--- config.mk ---
export PLATFORM = sky130hd
export DESIGN_NAME = tpu_run_sequencer
export DESIGN_NICKNAME = d
export VERILOG_FILES = /design/src/rtl/tpu_run_sequencer.sv
export SDC_FILE = /design/constraint.sdc
export NUM_CORES = 1
export LEC_CHECK = 0
export CAP_MARGIN = 20
export CELL_PAD_IN_SITES_DETAIL_PLACEMENT = 0
export CELL_PAD_IN_SITES_GLOBAL_PLACEMENT = 2
export CORE_ASPECT_RATIO = 0.6
export CORE_MARGIN = 3
export CORE_UTILIZATION = 35
export DETAILED_ROUTE_END_ITERATION = 10
export GPL_TIMING_DRIVEN = 0
export PLACE_DENSITY = 0.79
export SETUP_SLACK_MARGIN = 0.1
export SLEW_MARGIN = 20
export SYNTH_ARGS = -nofsm -noshare
export SYNTH_HDL_FRONTEND = slang
export SYNTH_SLANG_ARGS = --single-unit
--- constraint.sdc ---
create_clock -name clk -period 3.25 [get_ports clk]
set_clock_uncertainty 0.2 [all_clocks]
set_input_delay 0.325 -clock clk [delete_from_list [all_inputs] [get_ports clk]]
set_output_delay 0.325 -clock clk [all_outputs]
set_load 0.02 [all_outputs]
--- src/rtl/tpu_run_sequencer.sv ---
// Run controller for the TPU datapath: pops one weight tile, pulses the weight reload,
// streams unified-buffer read addresses and writes delayed result rows to the result SRAM.
module tpu_run_sequencer #(
    parameter int ADDRESSSIZE = 10,
    parameter int RES_LAT     = 17,
    parameter int LEN_BW      = 11
) (
    input  logic                   clk,
    input  logic                   rstn,
    input  logic                   start,
    input  logic                   abort,
    input  logic [ADDRESSSIZE-1:0] cfg_src_base,
    input  logic [ADDRESSSIZE-1:0] cfg_dst_base,
    input  logic [LEN_BW-1:0]      cfg_len,
    input  logic                   fifo_empty,
    output logic                   fifo_read_enable,
    output logic                   we_rl,
    output logic [ADDRESSSIZE-1:0] ub_addr,
    output logic                   ub_rd_valid,
    output logic                   res_we,
    output logic [ADDRESSSIZE-1:0] res_addr,
    output logic                   busy,
    output logic                   end_,
    output logic                   err
);

    typedef enum logic [2:0] {
        ST_IDLE   = 3'd0,
        ST_WLOAD  = 3'd1,
        ST_WRL    = 3'd2,
        ST_STREAM = 3'd3,
        ST_DRAIN  = 3'd4,
        ST_DONE   = 3'd5
    } state_t;

    state_t                 state_r;
    state_t                 state_next_s;
    logic [ADDRESSSIZE-1:0] src_base_r;
    logic [ADDRESSSIZE-1:0] dst_base_r;
    logic [ADDRESSSIZE-1:0] ub_addr_r;
    logic [LEN_BW-1:0]      len_r;
    logic [LEN_BW-1:0]      issue_cnt_r;
    logic [LEN_BW-1:0]      wr_cnt_r;
    logic [RES_LAT-1:0]     valid_sr_r;
    logic                   last_issue_s;
    logic                   last_write_s;

    assign last_issue_s = (issue_cnt_r == (len_r - LEN_BW'(1)));
    assign last_write_s = res_we && ((wr_cnt_r + LEN_BW'(1)) == len_r);

    // Abort suppresses every strobe in the cycle it is seen, so nothing leaks past it.
    assign res_we   = valid_sr_r[RES_LAT-1] && !abort;
    assign res_addr = dst_base_r + wr_cnt_r[ADDRESSSIZE-1:0];
    assign ub_addr  = ub_addr_r;
    assign busy     = (state_r != ST_IDLE);

    // State register
    always_ff @(posedge clk or negedge rstn) begin
        if (!rstn) begin
            state_r <= ST_IDLE;
        end else begin
            state_r <= state_next_s;
        end
    end

    // Next-state decode; abort overrides every transition
    always_comb begin
        state_next_s = state_r;
        if (abort) begin
            state_next_s = ST_IDLE;
        end else begin
            case (state_r)
                ST_IDLE: begin
                    if (start) begin
                        state_next_s = (cfg_len == LEN_BW'(0)) ? ST_DONE : ST_WLOAD;
                    end else begin
                        state_next_s = ST_IDLE;
                    end
                end
                ST_WLOAD: begin
                    if (!fifo_empty) begin
                        state_next_s = ST_WRL;
                    end else begin
                        state_next_s = ST_WLOAD;
                    end
                end
                ST_WRL:    state_next_s = ST_STREAM;
                ST_STREAM: begin
                    if (last_issue_s) begin
                        state_next_s = ST_DRAIN;
                    end else begin
                        state_next_s = ST_STREAM;
                    end
                end
                ST_DRAIN: begin
                    if (last_write_s) begin
                        state_next_s = ST_DONE;
                    end else begin
                        state_next_s = ST_DRAIN;
                    end
                end
                ST_DONE:   state_next_s = ST_IDLE;
                default:   state_next_s = ST_IDLE;
            endcase
        end
    end

    // Strobe outputs decoded from the current state
    always_comb begin
        fifo_read_enable = 1'b0;
        we_rl            = 1'b0;
        ub_rd_valid      = 1'b0;
        end_             = 1'b0;
        err              = 1'b0;
        if (!abort) begin
            case (state_r)
                ST_WLOAD:  fifo_read_enable = !fifo_empty;
                ST_WRL:    we_rl = 1'b1;
                ST_STREAM: ub_rd_valid = 1'b1;
                ST_DONE: begin
                    end_ = 1'b1;
                    err  = (len_r == LEN_BW'(0));
                end
                default: begin
                    fifo_read_enable = 1'b0;
                end
            endcase
        end else begin
            fifo_read_enable = 1'b0;
        end
    end

    // Run configuration, address/issue/write counters and the result-valid delay line
    always_ff @(posedge clk or negedge rstn) begin
        if (!rstn) begin
            src_base_r  <= '0;
            dst_base_r  <= '0;
            len_r       <= '0;
            ub_addr_r   <= '0;
            issue_cnt_r <= '0;
            wr_cnt_r    <= '0;
            valid_sr_r  <= '0;
        end else if (abort) begin
            issue_cnt_r <= '0;
            wr_cnt_r    <= '0;
            valid_sr_r  <= '0;
        end else begin
            valid_sr_r <= {valid_sr_r[RES_LAT-2:0], ub_rd_valid};
            if ((state_r == ST_IDLE) && start) begin
                src_base_r  <= cfg_src_base;
                dst_base_r  <= cfg_dst_base;
                len_r       <= cfg_len;
                issue_cnt_r <= '0;
                wr_cnt_r    <= '0;
            end else if (state_r == ST_WRL) begin
                ub_addr_r <= src_base_r;
            end else if (ub_rd_valid) begin
                issue_cnt_r <= issue_cnt_r + LEN_BW'(1);
                // The final address stays on ub_addr once streaming stops.
                if (!last_issue_s) begin
                    ub_addr_r <= ub_addr_r + ADDRESSSIZE'(1);
                end
            end
            if (res_we) begin
                wr_cnt_r <= wr_cnt_r + LEN_BW'(1);
            end
        end
    end

endmodule

==> impl_metrics.env <==
export IMPL_rsz0062_at_grt="true"
export IMPL_cts_root_buf="sky130_fd_sc_hd__clkbuf_16"
export IMPL_track_usage_pct=16.5
export IMPL_ys_warn_count=0
export IMPL_netlist_instances=501
export IMPL_hold_viol=0
export IMPL_final_cells=756
export IMPL_finalCritPeriodShare_pct=94.4
export IMPL_final_setup_violation_count=0
export IMPL_number_of_i_o_pins=63
export IMPL_worst_setup_slack_after_layout_ns=0.183
export IMPL_place_congestion=0.789
export IMPL_routed_wl_met2_microns=4960
export IMPL_clock_sinks=83
export IMPL_drc=0
export IMPL_holdWs_ns=0.266
export IMPL_reg2reg_slack_ns=0.44
export IMPL_cp_max_fo=5
export IMPL_numCtsBuffers=9
export IMPL_core_rowCount=32
export IMPL_ys_dominant_reg_cell="sky130_fd_sc_hd__dfrtp_1"
export IMPL_slew_headroom_pct=56.2
export IMPL_run_status="complete, no violations"
export IMPL_worst_slew_pin_transition_ns=0.654
export IMPL_synth_most_common_cell="sky130_fd_sc_hd__dfrtp_1"
export IMPL_drive_gt1_share_pct=14.8
export IMPL_synth_edff_count=0
export IMPL_die_h_microns=96.1
export IMPL_power_per_cell_area_mw_per_mm2=539
export IMPL_asyncSetResetFlopFracSynth_pct=100
export IMPL_route_top_layer_used="met4"
export IMPL_antenna_diode_count=0
export IMPL_timing_hold_worst_class="in -> async"
export IMPL_synthToLayoutAreaGrowth_pct=26.7
export IMPL_initialDrtViolationCount=244
export IMPL_report_power_total_uw=3230
export IMPL_initial_utilization_pct=36.4
export IMPL_synthTopCellsByCount="sky130_fd_sc_hd__dfrtp_1, sky130_fd_sc_hd__nand2_1, sky130_fd_sc_hd__nor2_1"
export IMPL_share_of_synthesized_area_occupied_by_flip_flops_and_latches_pct=43.9
export IMPL_vdd_ir_drop_worst_uv=325
export IMPL_clock_tree_htree_level_count=3
export IMPL_critPathArrivalTime_ns=2.54
export IMPL_crit_path_start_kind="flip-flop"
export IMPL_drv_max_cap_violation_count=0
export IMPL_final_period_minus_worst_setup_slack_ns=3.07
export IMPL_placed_cells=734
export IMPL_cp_end_kind="output port"
export IMPL_syn_cell_area_sq_mm=0.00474
export IMPL_synthesized_net_count=551
export IMPL_ctsLongestPathBuffers=2
export IMPL_route_met3_wl_microns=619
export IMPL_pre_cts_slack_ns=-0.369
export IMPL_detailedRoute_firstPassIterationCount=6
export IMPL_maxClockFrequency_ghz=0.326
export IMPL_clock_latency_ns=0.34
export IMPL_port_buffers=62
export IMPL_post_dp_hpwl_microns=8860
export IMPL_pin_count_of_the_biggest_net_entering_global_routing=55
export IMPL_synth_top_cell_by_area="sky130_fd_sc_hd__dfrtp_1"
export IMPL_avgSynthCellArea_sq_um=9.45
export IMPL_detailroute_via_count=3793
export IMPL_final_max_slew_violation_count=0
export IMPL_grt_pass1_wl_microns=19300
export IMPL_cts_tree="built"
export IMPL_synth_cell_types=53
export IMPL_setup_worst_path_class="reg -> out"
export IMPL_layout_nets=631
export IMPL_detailed_route_wire_length_microns=12000
export IMPL_postSynthRegisterBits=83
export IMPL_synth_top_cells_by_area="sky130_fd_sc_hd__dfrtp_1, sky130_fd_sc_hd__mux2_2, sky130_fd_sc_hd__xor2_1, sky130_fd_sc_hd__xnor2_1, sky130_fd_sc_hd__nand2_1"
export IMPL_route_antenna_remaining_nets=0
export IMPL_global_route_overflow_total=0
export IMPL_wl_met1_microns=6350
export IMPL_leakagePower_uw=0.00263
export IMPL_cts_reportedPaths_clkPinSlew_ns=0.06
export IMPL_die_area_sq_mm=0.0150
export IMPL_floorplan_die_width_microns=156
export IMPL_worstRegToRegCells=11
export IMPL_routed_wire_length_per_instance_microns=15.9
export IMPL_viasPerCell=5.02
export IMPL_critPathRequiredTime_ns=2.72
export IMPL_synth_top_cell_area_share_pct=43.9
export IMPL_first_global_vias=3612
export IMPL_core_area_sq_mm=0.0130
export IMPL_grt_antenna_before_repair=0
[critical path, cell delays in order (launching register included)]
cell,delay [ns]
sky130_fd_sc_hd__dfrtp_2,0.45
sky130_fd_sc_hd__ha_4,0.22
sky130_fd_sc_hd__a21o_1,0.18
sky130_fd_sc_hd__a21oi_2,0.18
sky130_fd_sc_hd__o21bai_2,0.12
sky130_fd_sc_hd__buf_4,0.14
sky130_fd_sc_hd__a21oi_1,0.16
sky130_fd_sc_hd__xnor2_1,0.13
sky130_fd_sc_hd__clkdlybuf4s50_1,0.62
[state kept, by name (all words and copies together), names as in the netlist]
signal       flops
valid_sr_r      17
dst_base_r      10
src_base_r      10
ub_addr         10
wr_cnt_r        11
issue_cnt_r     11
state_r          3
len_r           11
[cell type report]
cell class	count	area (sq um)
multi-input cells	371	2500
well taps	170	213
fillers	1253	7010
repair buffers	69	687
flip-flops and latches	83	2080
inverters	15	56.3
clock buffers	9	225
plain buffers	32	155
clock inverters	7	82.6
[logic make-up (layout without fill, tap and decap cells)]
kind of cell	after synthesis	in the layout	synth area share [%]
multiplexers	28	28	6.61
flip-flops	83	83	43.9
AO/OA/AOI/OAI	97	97	12.6
AND/OR/NAND/NOR	187	187	20.4
adder cells (fa/ha/maj)	14	14	3.86
buffers and inverters	47	132	4.39
XOR/XNOR	45	45	8.32
[layout by cell type, fill, tap and decap left out, types with 4 or more instances in the layout]
| cell type | instances |
|---|---|
| sky130_fd_sc_hd__clkdlybuf4s50_1 | 56 |
| sky130_fd_sc_hd__nand3b_1 | 4 |
| sky130_fd_sc_hd__a21oi_1 | 33 |
| sky130_fd_sc_hd__xor2_1 | 24 |
| sky130_fd_sc_hd__nand2_1 | 48 |
| sky130_fd_sc_hd__or3_1 | 4 |
| sky130_fd_sc_hd__a21o_1 | 4 |
| sky130_fd_sc_hd__clkbuf_1 | 15 |
| sky130_fd_sc_hd__a31oi_1 | 5 |
| sky130_fd_sc_hd__buf_4 | 10 |
| sky130_fd_sc_hd__nand4_1 | 5 |
| sky130_fd_sc_hd__buf_2 | 11 |
| sky130_fd_sc_hd__mux2_2 | 26 |
| sky130_fd_sc_hd__ha_1 | 12 |
| sky130_fd_sc_hd__dfrtp_1 | 81 |
| sky130_fd_sc_hd__inv_1 | 15 |
| sky130_fd_sc_hd__nor2b_1 | 16 |
| sky130_fd_sc_hd__nand3_1 | 21 |
| sky130_fd_sc_hd__nor3_1 | 9 |
| sky130_fd_sc_hd__o31ai_1 | 5 |
| sky130_fd_sc_hd__o21ai_0 | 27 |
| sky130_fd_sc_hd__or2_2 | 5 |
| sky130_fd_sc_hd__clkbuf_16 | 9 |
| sky130_fd_sc_hd__xnor2_1 | 21 |
| sky130_fd_sc_hd__nor4_1 | 7 |
| sky130_fd_sc_hd__nand2b_1 | 10 |
| sky130_fd_sc_hd__nor2_1 | 37 |
| sky130_fd_sc_hd__and3_1 | 6 |
[metal layers]
layer / global-route usage [%] / vias to the layer above
met5: 0 / -
met4: 3.50 / 0
met3: 3.68 / 10
met2: 23.6 / 72
met1: 25.2 / 1809
li1: - / 1902
[timing repair]
action                                  in CTS  in global routing
hold endpoints to repair                    29                  0
resized for setup                           19                 13
buffers inserted                             1                  4
pin swaps                                    3                  7
endpoints found under the setup margin       6                  9
hold buffers                                 1                  0
[power breakdown]
group	internal (uW)	switching, uW	leakage (uW)
clock network	608	443	0.000151
logic	429	475	0.00140
registers	1160	116	0.00108
total	2200	1030	0.00263
[metrics by stage]
step	setup TNS, ns	utilization [%]	instance area [sq um]
floorplan	0	-	4740
global placement	-122.90	42.8	5570
detailed placement	-0.577	43.0	5590
CTS	0	45.6	5940
global route	0	46.1	6000
finish	0	46.1	6000
[final timing paths]
| kind | endpoint | start |
|---|---|---|
| setup reg to reg | ub_addr[1] | len_r[0] |
| max in group asynchronous | len_r[2] | rstn |
| hold reg to reg | valid_sr_r[4] | valid_sr_r[3] |
| setup / recovery | res_addr[5] | wr_cnt_r[1] |
| hold / removal | src_base_r[4] | rstn |
| min in group clk | valid_sr_r[4] | valid_sr_r[3] |
(Power assumes the default switching activity.)
